==> src/rtl/one_hot_encoder.sv <==
// Registered binary-to-one-hot decoder: IN_W-bit index in, 2**IN_W-bit one-hot word out, 1-cycle latency.
// Build option ONE_HOT_ENCODER_HOLD_EN: op keeps its last encoded value while ip_valid is low.
module one_hot_encoder #(
  parameter  int IN_W  = 4,
  localparam int OUT_W = 2 ** IN_W
) (
  input  logic             clk,
  input  logic             rst,
  input  logic             ip_valid,
  input  logic [IN_W-1:0]  ip,
  output logic [OUT_W-1:0] op,
  output logic             op_valid
);

  localparam logic [OUT_W-1:0] ONE = {{(OUT_W-1){1'b0}}, 1'b1};

  logic [OUT_W-1:0] op_d, op_q;
  logic             op_valid_d, op_valid_q;

  always_comb begin
`ifdef ONE_HOT_ENCODER_HOLD_EN
    op_d = op_q;
`else
    op_d = '0;
`endif
    op_valid_d = 1'b0;
    if (ip_valid) begin
      op_d       = ONE << ip;
      op_valid_d = 1'b1;
    end
  end

  // Reset wins over a valid input sampled on the same edge.
  always_ff @(posedge clk) begin
    if (rst) begin
      op_q       <= '0;
      op_valid_q <= 1'b0;
    end else begin
      op_q       <= op_d;
      op_valid_q <= op_valid_d;
    end
  end

  assign op       = op_q;
  assign op_valid = op_valid_q;

endmodule

==> config.mk <==
export PLATFORM = sky130hd
export DESIGN_NAME = one_hot_encoder
export DESIGN_NICKNAME = d
export VERILOG_FILES = /design/src/rtl/one_hot_encoder.sv
export SDC_FILE = /design/constraint.sdc
export NUM_CORES = 1
export LEC_CHECK = 0
export ABC_AREA = 1
export CORE_AREA = 2 2 41 43
export DETAILED_ROUTE_END_ITERATION = 16
export DIE_AREA = 0 0 43 45
export GPL_TIMING_DRIVEN = 0
export PLACE_DENSITY = 0.7
export SLEW_MARGIN = 20
export SYNTH_ARGS = -nofsm -noshare
export SYNTH_HDL_FRONTEND = slang
export SYNTH_SLANG_ARGS = --single-unit
==> constraint.sdc <==
create_clock -name clk -period 1.05 [get_ports clk]
set_input_delay 0.105 -clock clk [delete_from_list [all_inputs] [get_ports clk]]
set_output_delay 0.105 -clock clk [all_outputs]
set_load 0.01 [all_outputs]
==> metrics.yaml <==
status: "finished, final reports clean"
cp-end-kind: "output port"
postCtsSetupBuffers: 0
critPathMaxFanout: 1
die_w_um: 43
layout_common_cells: "18 x nor2_1, 17 x dfxtp_1, 17 x dlygate4sd2_1, 6 x nand3_1, 6 x clkdlybuf4s50_1"
syn_area_um2: 502
intPower_uw: 839
synth-xor-area-share_pct: 0
syn_inst: 50
insertedDiodeCount: 0
utilization_pct: 51.4
path_delay_family: "flip-flops"
die_area_um2: 1940
swShare_pct: 22.1
syn_nets: 57
comb_power_share_pct: 7.8
fillCellCount: 167
antenna_found_initial: 0
cts.sinks: 17
drtAntennaViolNets: 0
yosys.area_share.adder_pct: 0
finalNonFillerCells: 93
maxCapViolations: 0
synth_top_family_by_area: "simple AND/OR/NAND/NOR gates"
clockBufferDepth: 2
grt_pass1_wl_um: 1550
hpwl_um: 733
max_stage_delay_ns: 0.32
place_congestion: 0.736
tightest_slew_ns: 0.231
wl_per_cell_um: 10.4
place_inst: 89
synth_area_leaders: "dfxtp_1 68%, nor2_1 13%, nand3_1 6.0%"
power.total_mw: 1.08
maxSlewViolCount: 0
grt_remaining_overflow: 0
grt_pass1_vias: 406
netlist.area_leader.share_pct: 67.8
gr-usage-all-layers_pct: 11.1
leakagePower_nw: 0.386
synth_seq_area_share_pct: 67.8
synth_compound_area_share_pct: 0
io-pin-count: 24
synth.ff_latch_count: 17
cts_root_buf: "clkbuf_4"
drt_iter0_markers: 6
h-tree-depth: 1
hold_path.class: "primary input to flop"
setup_slack_ns: 0.0528
rsz0062_at_grt: "no"
cts_buffers: 3
grt_start_max_net_pins: 10
startpoint_type: "flop"
firstDrtPassIters: 3
area_delta_synth_final_pct: 50.9
final-hold-violation-count: 0
placement_rows: 14
clk_pin_slew_ns: 0.09
finalSetupViolations: 0
io_buffers: 23
fin_crit_ns: 0.997
coreArea_um2: 1470
tns_ns: 0
ys_types: 7
worstPathRequired_ns: 0.94
vias: 419
fin_nets: 85
start_util_pct: 34.1
max_freq_mhz: 1000
ir_drop_mv: 0.791
pre_cts_slack_ns: -0.00838
yosysTopAreaCell: "dfxtp_1"
drt-total-wl_um: 965
p_sw_uw: 239
arrival_ns: 0.89
avgSynthCellArea_um2: 10.0
cts_tree: "yes"
drive_gt1_share_pct: 6.49
finalCritPeriodShare_pct: 95.0
maxSlewHeadroom_pct: 84.6
crit_buf_inv: 1
power_frac_clock_pct: 31.6
cp_slowest_cell: "dfxtp_1"
power_density_nw_per_um2: 1420
seq_power_share_pct: 60.7
yosys.area_share.simple_pct: 28.4
die_h_um: 45
drc: 0
crit_chain: "dlygate4sd2_1"
setup.worst_path.class: "flop to output port"
viasPerCell: 4.51
ys_warn_count: 0
final_common_cell: "nor2_1"
synthMuxAreaShare_pct: 0
==> layer usage <==
metal  global-route usage (%)  share of wire, %  up-vias
li1                         -                 -      209
met5                        0                 0        -
met2                     19.7                46       19
met1                     11.6                42      189
met3                     3.20               9.6        2
met4                     7.27               2.1        0
==> final cells by class <==
| type | count | area, µm² | area share, % |
|---|---|---|---|
| clock buffer | 4 | 26.3 | 3.47 |
| inverter | 5 | 18.8 | 2.48 |
| sequential | 17 | 340 | 45.0 |
| tap | 16 | 20.0 | 2.64 |
| timing repair buffer | 23 | 209 | 27.6 |
| multi-input combinational | 28 | 143 | 18.8 |
==> sequential cells by signal (all words and copies together), names as in the netlist <==
register / cells
op_valid: 1
op: 16
==> Yosys cell counts <==
master,number
nand3b_4,1
dfxtp_1,17
inv_1,5
nand2_1,2
nand3_4,1
nor2_1,18
nand3_1,6
==> worst paths after layout <==
path                   start        to  slack (ns)  depth (start not counted)
worst max-delay path  op[14]    op[14]        0.05                          1
worst min-delay path     rst  op_valid        0.37                          2
==> logic make-up (layout without fill, tap and decap cells) <==
group | count (synthesis) | count (layout)
buf+inv | 5 | 32
flops | 17 | 17
simple gates | 28 | 28
==> power groups by stage <==
stage	sequential (mW)	clock, mW	combinational [mW]
2_1_floorplan	0.674	0	0.0301
3_3_place_gp	0.669	0	0.0882
3_5_place_dp	0.670	0	0.0893
4_1_cts	0.654	0.350	0.0842
5_1_grt	0.655	0.366	0.0906
6_report	0.654	0.340	0.0838
==> repair_timing <==
item | CTS | global route
hold buffers | 0 | 0
resized for setup | 17 | 0
setup endpoints to repair | 17 | 0
==> metrics by stage <==
| stage | area [µm²] | hold slack, ns |
|---|---|---|
| floorplan | 502 | 0.176 |
| global placement | 752 | 0.664 |
| detailed placement | 752 | 0.670 |
| CTS | 757 | 0.366 |
| global route | 757 | 0.385 |
| finish | 757 | 0.372 |
Power figures use the tool's default switching activity.
